--- src/rtl/score4_game_ctrl_if.sv ---
// Button pulses in, board state and game status out, for the Connect-Four engine.
interface score4_game_ctrl_if #(
  parameter int unsigned ROWS = 6,
  parameter int unsigned COLS = 7
);
  logic                             btn_left;
  logic                             btn_right;
  logic                             btn_drop;
  logic                             btn_restart;
  logic [ROWS-1:0][COLS-1:0][1:0]   panel;
  logic [COLS-1:0]                  play;
  logic                             player;
  logic                             win_a;
  logic                             win_b;
  logic                             draw;
  logic                             busy;
  logic                             err_full;

  modport master (
    output btn_left, btn_right, btn_drop, btn_restart,
    input  panel, play, player, win_a, win_b, draw, busy, err_full
  );

  modport slave (
    input  btn_left, btn_right, btn_drop, btn_restart,
    output panel, play, player, win_a, win_b, draw, busy, err_full
  );
endinterface

--- src/rtl/score4_game_ctrl.sv ---
// Connect-Four engine: cursor, gravity drop, sequential four-direction win scan, run marking.
module score4_game_ctrl #(
  parameter int unsigned ROWS    = 6,
  parameter int unsigned COLS    = 7,
  parameter int unsigned WIN_LEN = 4
) (
  input logic               clk,
  input logic               rst,
  score4_game_ctrl_if.slave bus
);
  localparam int unsigned RowW  = $clog2(ROWS);
  localparam int unsigned ColW  = $clog2(COLS);
  localparam int unsigned RunW  = $clog2(WIN_LEN);
  localparam int unsigned MoveW = $clog2(ROWS * COLS + 1);
  localparam int          RowsI = int'(ROWS);
  localparam int          ColsI = int'(COLS);
  localparam int          WinI  = int'(WIN_LEN);
  localparam logic [MoveW-1:0] MaxMoves = MoveW'(ROWS * COLS);

  typedef logic [ROWS-1:0][COLS-1:0][1:0] panel_t;
  typedef enum logic [3:0] {
    StWait, StScan, StChkH, StChkV, StChkD1, StChkD2, StMark, StWin, StDraw
  } state_e;
  typedef enum logic [1:0] {DirH, DirV, DirD1, DirD2} dir_e;

  // Positive-sense step of each direction; the negative sense is its mirror.
  function automatic int dir_dr(input dir_e d);
    case (d)
      DirH:    return 0;
      DirV:    return 1;
      DirD1:   return 1;
      default: return -1;
    endcase
  endfunction

  function automatic int dir_dc(input dir_e d);
    return (d == DirV) ? 0 : 1;
  endfunction

  function automatic logic in_board(input int r, input int c);
    return (r >= 0) && (r < RowsI) && (c >= 0) && (c < ColsI);
  endfunction

  function automatic logic [RunW-1:0] count_run(input panel_t p, input int r0, input int c0,
                                                 input int dr, input int dc,
                                                 input logic [1:0] code);
    int   n;
    logic run;
    n   = 0;
    run = 1'b1;
    for (int i = 1; i < WinI; i++) begin
      if (run && in_board(r0 + dr * i, c0 + dc * i) &&
          p[RowW'(r0 + dr * i)][ColW'(c0 + dc * i)] == code) begin
        n++;
      end else begin
        run = 1'b0;
      end
    end
    return RunW'(n);
  endfunction

  state_e             state_q, state_d;
  panel_t             panel_q, panel_d;
  logic [COLS-1:0]    play_q, play_d;
  logic               player_q, player_d;
  logic               win_a_q, win_a_d;
  logic               win_b_q, win_b_d;
  logic               draw_q, draw_d;
  logic               err_full_q, err_full_d;
  logic [MoveW-1:0]   cnt_q, cnt_d;
  logic [RowW-1:0]    row_q, row_d;
  logic [ColW-1:0]    col_q, col_d;
  dir_e               dir_q, dir_d;
  logic [RunW-1:0]    lcnt_q, lcnt_d;
  logic [RunW-1:0]    rcnt_q, rcnt_d;

  logic [ColW-1:0]    cur_col;
  logic [1:0]         code;
  dir_e               chk_dir;
  int                 chk_dr, chk_dc, mark_dr, mark_dc;
  logic [RunW-1:0]    lcnt_c, rcnt_c;
  logic               hit;

  always_comb begin
    cur_col = '0;
    for (int j = 0; j < ColsI; j++) begin
      if (play_q[j]) cur_col = ColW'(j);
    end
  end

  assign code = player_q ? 2'b10 : 2'b01;

  always_comb begin
    case (state_q)
      StChkV:  chk_dir = DirV;
      StChkD1: chk_dir = DirD1;
      StChkD2: chk_dir = DirD2;
      default: chk_dir = DirH;
    endcase
    chk_dr  = dir_dr(chk_dir);
    chk_dc  = dir_dc(chk_dir);
    mark_dr = dir_dr(dir_q);
    mark_dc = dir_dc(dir_q);
    rcnt_c  = count_run(panel_q, int'(row_q), int'(col_q), chk_dr, chk_dc, code);
    // Nothing sits above a freshly dropped piece, so vertical only counts downward.
    lcnt_c  = (chk_dir == DirV) ? '0 :
              count_run(panel_q, int'(row_q), int'(col_q), -chk_dr, -chk_dc, code);
    hit     = (1 + int'(lcnt_c) + int'(rcnt_c)) >= WinI;
  end

  always_comb begin
    state_d    = state_q;
    panel_d    = panel_q;
    play_d     = play_q;
    player_d   = player_q;
    win_a_d    = win_a_q;
    win_b_d    = win_b_q;
    draw_d     = draw_q;
    err_full_d = 1'b0;
    cnt_d      = cnt_q;
    row_d      = row_q;
    col_d      = col_q;
    dir_d      = dir_q;
    lcnt_d     = lcnt_q;
    rcnt_d     = rcnt_q;

    if (bus.btn_restart) begin
      state_d  = StWait;
      panel_d  = '0;
      play_d   = COLS'(1);
      player_d = 1'b0;
      win_a_d  = 1'b0;
      win_b_d  = 1'b0;
      draw_d   = 1'b0;
      cnt_d    = '0;
    end else begin
      case (state_q)
        StWait: begin
          if (bus.btn_drop) begin
            if (panel_q[0][cur_col] != 2'b00) begin
              err_full_d = 1'b1;
            end else begin
              state_d = StScan;
              row_d   = RowW'(ROWS - 1);
              col_d   = cur_col;
            end
          end else if (bus.btn_left && !bus.btn_right) begin
            play_d = {play_q[0], play_q[COLS-1:1]};
          end else if (bus.btn_right && !bus.btn_left) begin
            play_d = {play_q[COLS-2:0], play_q[COLS-1]};
          end
        end
        StScan: begin
          if (panel_q[row_q][col_q] == 2'b00) begin
            panel_d[row_q][col_q] = code;
            state_d               = StChkH;
          end else begin
            row_d = row_q - 1'b1;
          end
        end
        StChkH, StChkV, StChkD1, StChkD2: begin
          if (hit) begin
            dir_d   = chk_dir;
            lcnt_d  = lcnt_c;
            rcnt_d  = rcnt_c;
            state_d = StMark;
          end else begin
            case (state_q)
              StChkH:  state_d = StChkV;
              StChkV:  state_d = StChkD1;
              StChkD1: state_d = StChkD2;
              default: begin
                cnt_d = cnt_q + 1'b1;
                if (cnt_d == MaxMoves) begin
                  draw_d  = 1'b1;
                  state_d = StDraw;
                end else begin
                  player_d = ~player_q;
                  state_d  = StWait;
                end
              end
            endcase
          end
        end
        StMark: begin
          for (int i = -(WinI - 1); i <= WinI - 1; i++) begin
            if (i >= -int'(lcnt_q) && i <= int'(rcnt_q) &&
                in_board(int'(row_q) + mark_dr * i, int'(col_q) + mark_dc * i)) begin
              panel_d[RowW'(int'(row_q) + mark_dr * i)][ColW'(int'(col_q) + mark_dc * i)] = 2'b11;
            end
          end
          win_a_d = ~player_q;
          win_b_d = player_q;
          state_d = StWin;
        end
        StWin, StDraw: ;
        default: state_d = StWait;
      endcase
    end
  end

  always_ff @(posedge clk or negedge rst) begin
    if (!rst) begin
      state_q    <= StWait;
      panel_q    <= '0;
      play_q     <= COLS'(1);
      player_q   <= 1'b0;
      win_a_q    <= 1'b0;
      win_b_q    <= 1'b0;
      draw_q     <= 1'b0;
      err_full_q <= 1'b0;
      cnt_q      <= '0;
      row_q      <= '0;
      col_q      <= '0;
      dir_q      <= DirH;
      lcnt_q     <= '0;
      rcnt_q     <= '0;
    end else begin
      state_q    <= state_d;
      panel_q    <= panel_d;
      play_q     <= play_d;
      player_q   <= player_d;
      win_a_q    <= win_a_d;
      win_b_q    <= win_b_d;
      draw_q     <= draw_d;
      err_full_q <= err_full_d;
      cnt_q      <= cnt_d;
      row_q      <= row_d;
      col_q      <= col_d;
      dir_q      <= dir_d;
      lcnt_q     <= lcnt_d;
      rcnt_q     <= rcnt_d;
    end
  end

  assign bus.panel    = panel_q;
  assign bus.play     = play_q;
  assign bus.player   = player_q;
  assign bus.win_a    = win_a_q;
  assign bus.win_b    = win_b_q;
  assign bus.draw     = draw_q;
  assign bus.err_full = err_full_q;
  assign bus.busy     = !(state_q inside {StWait, StWin, StDraw});
endmodule

--- src/flat_wrapper.sv ---
// flat-port wrapper written by rule: the top's interface ports become plain ports
module score4_game_ctrl_flat 
#(
  parameter int unsigned ROWS    = 6,
  parameter int unsigned COLS    = 7,
  parameter int unsigned WIN_LEN = 4
)
  (clk, rst, bus_btn_left, bus_btn_right, bus_btn_drop, bus_btn_restart, bus_panel, bus_play, bus_player, bus_win_a, bus_win_b, bus_draw, bus_busy, bus_err_full);
  score4_game_ctrl_if #(.ROWS(ROWS), .COLS(COLS)) bus_i ();
  input logic clk;
  input logic rst;
  input wire logic [$bits(bus_i.btn_left)-1:0] bus_btn_left;
  input wire logic [$bits(bus_i.btn_right)-1:0] bus_btn_right;
  input wire logic [$bits(bus_i.btn_drop)-1:0] bus_btn_drop;
  input wire logic [$bits(bus_i.btn_restart)-1:0] bus_btn_restart;
  output wire logic [$bits(bus_i.panel)-1:0] bus_panel;
  output wire logic [$bits(bus_i.play)-1:0] bus_play;
  output wire logic [$bits(bus_i.player)-1:0] bus_player;
  output wire logic [$bits(bus_i.win_a)-1:0] bus_win_a;
  output wire logic [$bits(bus_i.win_b)-1:0] bus_win_b;
  output wire logic [$bits(bus_i.draw)-1:0] bus_draw;
  output wire logic [$bits(bus_i.busy)-1:0] bus_busy;
  output wire logic [$bits(bus_i.err_full)-1:0] bus_err_full;
  assign bus_i.btn_left = bus_btn_left;
  assign bus_i.btn_right = bus_btn_right;
  assign bus_i.btn_drop = bus_btn_drop;
  assign bus_i.btn_restart = bus_btn_restart;
  assign bus_panel = bus_i.panel;
  assign bus_play = bus_i.play;
  assign bus_player = bus_i.player;
  assign bus_win_a = bus_i.win_a;
  assign bus_win_b = bus_i.win_b;
  assign bus_draw = bus_i.draw;
  assign bus_busy = bus_i.busy;
  assign bus_err_full = bus_i.err_full;
  score4_game_ctrl #(.ROWS(ROWS), .COLS(COLS), .WIN_LEN(WIN_LEN)) u_core (.clk(clk), .rst(rst), .bus(bus_i));
endmodule
--- config.mk ---
export PLATFORM = sky130hd
export DESIGN_NAME = score4_game_ctrl_flat
export DESIGN_NICKNAME = d
export VERILOG_FILES = /design/src/rtl/score4_game_ctrl_if.sv /design/src/rtl/score4_game_ctrl.sv /design/src/flat_wrapper.sv
export SDC_FILE = /design/constraint.sdc
export NUM_CORES = 1
export LEC_CHECK = 0
export CAP_MARGIN = 25
export CORE_ASPECT_RATIO = 0.5
export CORE_MARGIN = 3
export CORE_UTILIZATION = 35
export CTS_CLUSTER_DIAMETER = 150
export DETAILED_ROUTE_END_ITERATION = 10
export PLACE_DENSITY = 0.5
export SYNTH_ARGS = -nofsm -noshare
export SYNTH_HDL_FRONTEND = slang
export SYNTH_SLANG_ARGS = --single-unit
--- constraint.sdc ---
create_clock -name clk -period 10 [get_ports clk]
set_clock_uncertainty 0.15 [all_clocks]
set_input_delay 2.5 -clock clk [delete_from_list [all_inputs] [get_ports clk]]
set_output_delay 2.5 -clock clk [all_outputs]
set_load 0.005 [all_outputs]
---- After elaboration in Yosys (flattened, before gate mapping) ----
Index checks and enable logic that the tools add are counted.
storage, ports and cells
  register bits ........................... 118
  input bits .............................. 6
  output and inout port bits .............. 97
  word-level logic and storage cells ...... 516
cells by class
  add/sub/neg operators ................... 39
  multipliers ............................. 8
  magnitude comparators ................... 108
  eq/ne operators ......................... 30
  multiplexer cells ....................... 159
  bitwise operators ....................... 10
  reduce and logical (&&, ||, !) cells .... 107
operator list
  kind                                                                                   count
  84-bit two-way mux                                                                     21
  4-bit by 32-bit adder with 32-bit output                                               24
  32-bit by 1-bit greater-or-equal comparator with 1-bit output (second input constant)  24
  32-bit by 4-bit < comparator with 1-bit output (second input constant)                 24
  84-bit bitwise OR                                                                      7
  14-bit demux with 3-bit select                                                         8
  14-bit binary-select mux with 3-bit select                                             7
  14-bit two-way mux                                                                     21
  32-bit by 3-bit multiplier with 32-bit output (second input constant)                  8
  84-bit one-hot mux with 2 select lines                                                 1
  3-bit by 5-bit < comparator with 1-bit output (second input constant)                  26
  32-bit negation                                                                        4
  32-bit one-hot mux with 2 select lines                                                 2
  3-bit by 32-bit greater-or-equal comparator with 1-bit output (first input constant)   3
  84-bit bitwise mux                                                                     1
  1-bit logical AND                                                                      77
  1-bit by 32-bit greater-or-equal comparator with 1-bit output (first input constant)   2
  2-bit by 32-bit greater-or-equal comparator with 1-bit output (first input constant)   2
  31-bit negation                                                                        2
  2-bit two-way mux                                                                      28
  3-bit by 1-bit greater-or-equal comparator with 1-bit output (second input constant)   18
  2-bit binary-select mux with 3-bit select                                              8
  2-bit demux with 3-bit select                                                          8
  7-bit two-way mux                                                                      5
  45 further kinds                                                                       130

---- Logic depth before layout (Yosys ltp) ----
  depth in word-level cells ............... 38
  gate-level depth with buffers ........... 37
  depth with buffers taken out ............ 35

---- Least setup slack after synthesis ----
Ideal clock, no wire load.
  path type ............................... flip-flop to flip-flop
  start ................................... register u_core.state_q[1]
  end ..................................... register u_core.lcnt_q[1]
  setup time .............................. 0.125 ns
  data arrival time ....................... 8.170 ns
  data required time ...................... 9.725 ns
  path slack .............................. 1.555 ns
  cell stages (with the launch flop) ...... 34
  path buffers ............................ 5
  period minus slack after synthesis ...... 8.445 ns
  path through ............................ dfrtp_1 clkbuf_1 xnor2_1 nor2_1 ha_1 clkbuf_1 inv_1 fa_1 clkbuf_1 clkbuf_1 clkbuf_1 nand3_1 and3_1 o32ai_1 nor3b_1 a21oi_1 a211oi_1 and3_1 ha_1 and4b_1 o221a_2 o2111ai_1 or4_1 a21oi_1 mux2_2 mux2i_4 inv_1 ha_1 ha_1 nand2b_1 mux2i_2 a21oi_2 nor4_4 mux2_2
on the way
  word-level cells in the longest chain between the ends .. 27
  elaborated cells on any way between the ends .. 143
  those cells by class .................... 20 x add/sub; 4 x mul; 25 x order compare; 12 x eq/ne; 50 x mux; 32 x reduce/logical
ends and longest elaborated chain
  item                                                                                                         RTL line                 text
  start: declaration                                                                                           score4_game_ctrl.sv:62   state_e state_q, state_d;
  start signal: assignment                                                                                     score4_game_ctrl.sv:204  state_q <= StWait;
  start signal: assignment                                                                                     score4_game_ctrl.sv:219  state_q <= state_d;
  4-bit by 3-bit == test with 1-bit output / 4-bit by 2-bit == test with 1-bit output (equally long branches)  score4_game_ctrl.sv:94   case (state_q)
  2-bit one-hot mux with 3 select lines (*)                                                                    score4_game_ctrl.sv:94
  net u_core.chk_dir[0]                                                                                        score4_game_ctrl.sv:79   dir_e chk_dir;
  branches (longest 20 deep; another with 32-bit negation)                                                     n/a
  2-bit two-way mux (*)                                                                                        score4_game_ctrl.sv:106  lcnt_c = (chk_dir == DirV) ? '0 :
  net u_core.lcnt_c[0]                                                                                         score4_game_ctrl.sv:81   logic [RunW-1:0] lcnt_c, rcnt_c;
  1-bit by 2-bit adder with 3-bit output (*)                                                                   score4_game_ctrl.sv:108  hit = (1 + int'(lcnt_c) + int'(rcnt_c)) >= WinI;
  32-bit by 3-bit adder with 32-bit output (*)                                                                 score4_game_ctrl.sv:108
  32-bit by 4-bit greater-or-equal comparator with 1-bit output (*)                                            score4_game_ctrl.sv:108
  3-bit AND reduction (no source line) (*)                                                                     n/a
  end signal: assignment                                                                                       score4_game_ctrl.sv:231  lcnt_q <= lcnt_d;
  end: declaration                                                                                             score4_game_ctrl.sv:74   logic [RunW-1:0] lcnt_q, lcnt_d;
Mark *: on every way through the listed nets, which the timed path passes. The select of a mux whose other input is x is not followed.
A chain may end at the register's enable or synchronous reset.

---- Worst setup path after layout ----
  start ................................... register u_core.state_q[3]
  end ..................................... register u_core.rcnt_q[1]
on the way
  word-level cells in the longest chain between the ends .. 27
  elaborated cells on any way between the ends .. 143
  those cells by class .................... 20 x add/sub; 4 x mul; 25 x order compare; 12 x eq/ne; 50 x mux; 32 x reduce/logical
ends and longest elaborated chain
  item                                                                                                         RTL line                 text
  4-bit by 3-bit == test with 1-bit output / 4-bit by 2-bit == test with 1-bit output (equally long branches)  score4_game_ctrl.sv:94
  2-bit one-hot mux with 3 select lines (*)                                                                    score4_game_ctrl.sv:94
  net u_core.chk_dir[0]                                                                                        score4_game_ctrl.sv:79
  branches (longest 20 deep; another with 32-bit negation)                                                     n/a
  2-bit two-way mux (*)                                                                                        score4_game_ctrl.sv:106
  net u_core.lcnt_c[0]                                                                                         score4_game_ctrl.sv:81
  1-bit by 2-bit adder with 3-bit output (*)                                                                   score4_game_ctrl.sv:108
  32-bit by 3-bit adder with 32-bit output (*)                                                                 score4_game_ctrl.sv:108
  32-bit by 4-bit greater-or-equal comparator with 1-bit output (*)                                            score4_game_ctrl.sv:108
  3-bit AND reduction (no source line) (*)                                                                     n/a
  end signal: assignment                                                                                       score4_game_ctrl.sv:232  rcnt_q <= rcnt_d;
  end: declaration                                                                                             score4_game_ctrl.sv:75   logic [RunW-1:0] rcnt_q, rcnt_d;
Marked as above.

==> metrics <==
per-cell via count in the routed design=6.27; number of distinct library cells after synthesis=86; count of antenna-violating nets left after detailed routing=0; main combinational cell family by area after synthesis=compound AO/OA/AOI/OAI gates; critical path endpoint category=flip-flop; TritonCTS clock tree=built; type of the worst min-delay path=reg -> reg; dpl ws=approximately 0.75 ns; die width=between 200 and 300 um; worst setup margin=between 0.6 and 0.7 ns; number of max-slew violations in the final report=0; fmax=0.107 GHz; average routed wire per standard cell=25.8 um; post-layout minimum cycle time=a little over 9 ns; fraction of layout instances using a drive strength above 1=under 10%; setup violation total in the final timing report=0; All-Layer GR Usage=about a quarter; Max rail drop VDD=205 uV; share of synthesized cell area in and, or, nand and nor gates=around a fifth; Detailed Route Iter0 Violations=roughly 1700; dominant cells by area after synthesis=sky130_fd_sc_hd__dfrtp_1, sky130_fd_sc_hd__ha_1, sky130_fd_sc_hd__mux4_2; leading cell type in the layout, fill and taps excluded=sky130_fd_sc_hd__nor2_1; first-pass GRT wire length=slightly above 90000 um; detailed-route via count=14900; Setup CP Type=reg -> reg; clock sink count=between 100 and 150; Hold Violations, Final=0; core utilization of the finished layout=between 40% and 50%; effective utilization at floorplan=between 30% and 40%; Worst Reg2Reg Path Length in Cells=33; biggest cell delay along the critical path=between 0.5 and 0.6 ns; overall die height=152 um; setup TNS=0 ns; Synth Area in Compound Gates=~23%; launching element type of the critical path=flip-flop; adder-cell share of the synthesized area=about 17%; FILL cells=roughly 4200; total die area=between 40000 and 50000 um2; Final Cycle Share=93.4%; result of the run=complete, no violations; Synth area leader=sky130_fd_sc_hd__dfrtp_1; Power Density=roughly 210 nW/um2; nets=1994; total wire length=around 62000 um; family with the most delay on the worst path=simple AND/OR/NAND/NOR gates; CP max FO=25; ys async rst share=100%; Root Buffer Master=sky130_fd_sc_hd__clkbuf_16; Data required, critical path=just over 10 ns; leading register cell type out of synthesis=sky130_fd_sc_hd__dfrtp_1; CP dominant cell by count=sky130_fd_sc_hd__ha_1; clock-pin transition on the worst setup and hold timing paths=0.07 ns; total half-perimeter wirelength after legalization and detailed placement=about 47000 um; gp weighted congestion=~0.94; Port Buf Inserts=102; count of buffer and inverter cells on the critical path=4; depth of the critical timing path with buffers and inverters included=33; combined area of all synthesized cells=between 10000 and 15000 um2; most used cells in the layout excluding fill and tap cells=sky130_fd_sc_hd__nor2_1, sky130_fd_sc_hd__ha_1, sky130_fd_sc_hd__a21oi_1, sky130_fd_sc_hd__dfrtp_1, sky130_fd_sc_hd__clkdlybuf4s50_1; Max Cap Viol=0; library cell contributing the largest single delay on the critical path=sky130_fd_sc_hd__ha_1; Leakage Power=7.26 nW; proportion of synthesized chip area in sequential cells=about 20%; fraction of post-synthesis cell area in the top cell type by area=roughly 20%; vias in the first global route=roughly 14000; hold_buf cts=0; row count=52; multiplexer share of the synthesized area=between 10 and 15%; total inserted antenna cells=0; worst-margin pin slew=approximately 1.0 ns; slew margin rel.=30.4%; Hold Crit Depth=2; RSZ-0062 raised after global routing=false; GRT Residual Overflow=0; Syn Inst Count=1757; number of enable flip-flop cells after synthesis=0; Post-Synthesis Net Count=a little under 2000; antenna violations before repair=1; final instance count without filler cells=between 2000 and 2500; placed instance count=around 2300; synthesis warning total=0; deepest clock path buffer count=2; arrival time of data at the critical path endpoint=~9.5 ns; Clk Latency, worst-skew pair=about 0.44 ns; growth of design area from synthesis to finish=14.5%; post-synthesis xor/xnor area fraction=1.76%; number of buffers created by CTS=17; number of flip-flops and latches in the synthesized netlist=approximately 120; Core Footprint=slightly above 40000 um2; Synth Area per Inst=around 8.5 um2; top-level port count=roughly 100; number of H-tree branching levels=4; pin count of the biggest net entering global routing=70; number of design rule violations left after detail routing=0; router iterations before antenna repair=6
-- per-stage QoR --
step	power (mW)	area (um2)	hold slack (ns)
finish	3.61	17100	0.386
CTS	3.56	17100	0.398
global placement	2.95	16500	0.353
global route	3.86	17100	0.454
detailed placement	2.95	16500	0.383
floorplan	2.24	14900	0.356
-- final timing paths --
kind                       slack (ns)                               to                           from
setup / recovery                 0.66     u_core.rcnt_q[1]$_DFFE_PN0P_  u_core.state_q[3]$_DFFE_PN0P_
hold / removal                   0.39     u_core.bus.win_b$_DFFE_PN0N_   u_core.bus.win_b$_DFFE_PN0N_
setup reg to reg                 0.66     u_core.rcnt_q[1]$_DFFE_PN0P_  u_core.state_q[3]$_DFFE_PN0P_
hold reg to reg                  0.39     u_core.bus.win_b$_DFFE_PN0N_   u_core.bus.win_b$_DFFE_PN0N_
max in group asynchronous        6.21      u_core.row_q[0]$_DFFE_PN0P_                            rst
min in group asynchronous        1.96  u_core.bus.panel[7]$_DFFE_PN0P_                            rst
-- cells by family (layout without fill, tap and decap cells) --
logic type,Yosys count,after routing
flip-flops,118,118
AO/OA/AOI/OAI,488,488
AND/OR/NAND/NOR,582,582
XOR/XNOR,30,30
adder cells (fa/ha/maj),187,187
multiplexers,141,141
buffers and inverters,211,268
-- worst register-to-register path: cells and delay by family (launching register included) --
family | cells | cell delay [ns]
fa+ha+maj | 6 | 1.93
compound gates | 10 | 2.29
flops | 1 | 0.52
mux | 4 | 1.45
simple gates | 9 | 2.36
buf+inv | 4 | 0.55
-- report_power, final --
group          switching [mW]  leakage (nW)  total [mW]  internal, mW
clock network           0.262         0.275       0.611         0.348
registers              0.0816          1.57       0.593         0.511
logic                    1.52          5.42        2.41         0.889
-- layout make-up --
type	instances	area, um2	area share [%]
multi-input cells	1428	11200	65.3
flip-flops and latches	118	2960	17.3
repair buffers	138	1320	7.74
well taps	567	709	4.15
clock buffers	17	425	2.49
inverters	98	372	2.17
clock inverters	15	146	0.856
-- synthesized netlist by cell type, drive strengths merged, types with 6 or more instances --
cell,count
o221ai,6
or3,10
ha,169
nand2b,35
nor3b,13
a221o,7
fa,18
nor4,22
xnor2,20
and3,20
a31oi,18
a221oi,45
a22oi,10
dfrtp,117
o22ai,13
nor2b,15
inv,94
nand4,14
clkbuf,85
o21bai,8
a22o,52
mux2i,71
buf,28
nor4b,9
nor2,187
a211oi,37
nor3,70
nand2,98
a311oi,9
or2,9
o31ai,7
nand4b,14
nand3b,7
a21oi,138
and2,11
xor2,10
a2111oi,6
nand3,34
o21ai,65
mux2,22
a21o,17
mux4,48
-- layer usage --
| layer | routed length, um | global-route usage, % |
|---|---|---|
| met1 | 27700 | 38.4 |
| met4 | 1240 | 5.84 |
| met5 | 10 | 0 |
| met2 | 26000 | 38.9 |
| met3 | 6600 | 7.99 |
-- sequential cells by signal, indices dropped and copies added, names as in the netlist --
signal	count
u_core.rcnt_q	2
u_core.dir_q	2
u_core.bus.player	1
u_core.bus.win_a	1
u_core.bus.play	7
u_core.col_q	3
u_core.lcnt_q	2
u_core.bus.win_b	1
u_core.bus.draw	1
u_core.cnt_q	6
u_core.bus.err_full	1
u_core.row_q	3
u_core.bus.panel	84
u_core.state_q	4
-- timing repair --
item                       in CTS  in global routing
setup buffers                   0                  0
hold endpoints to repair        0                  0
gates resized for setup         0                  2
setup endpoints to repair       0                  3
No activity file was read; power rests on OpenSTA's default activity.
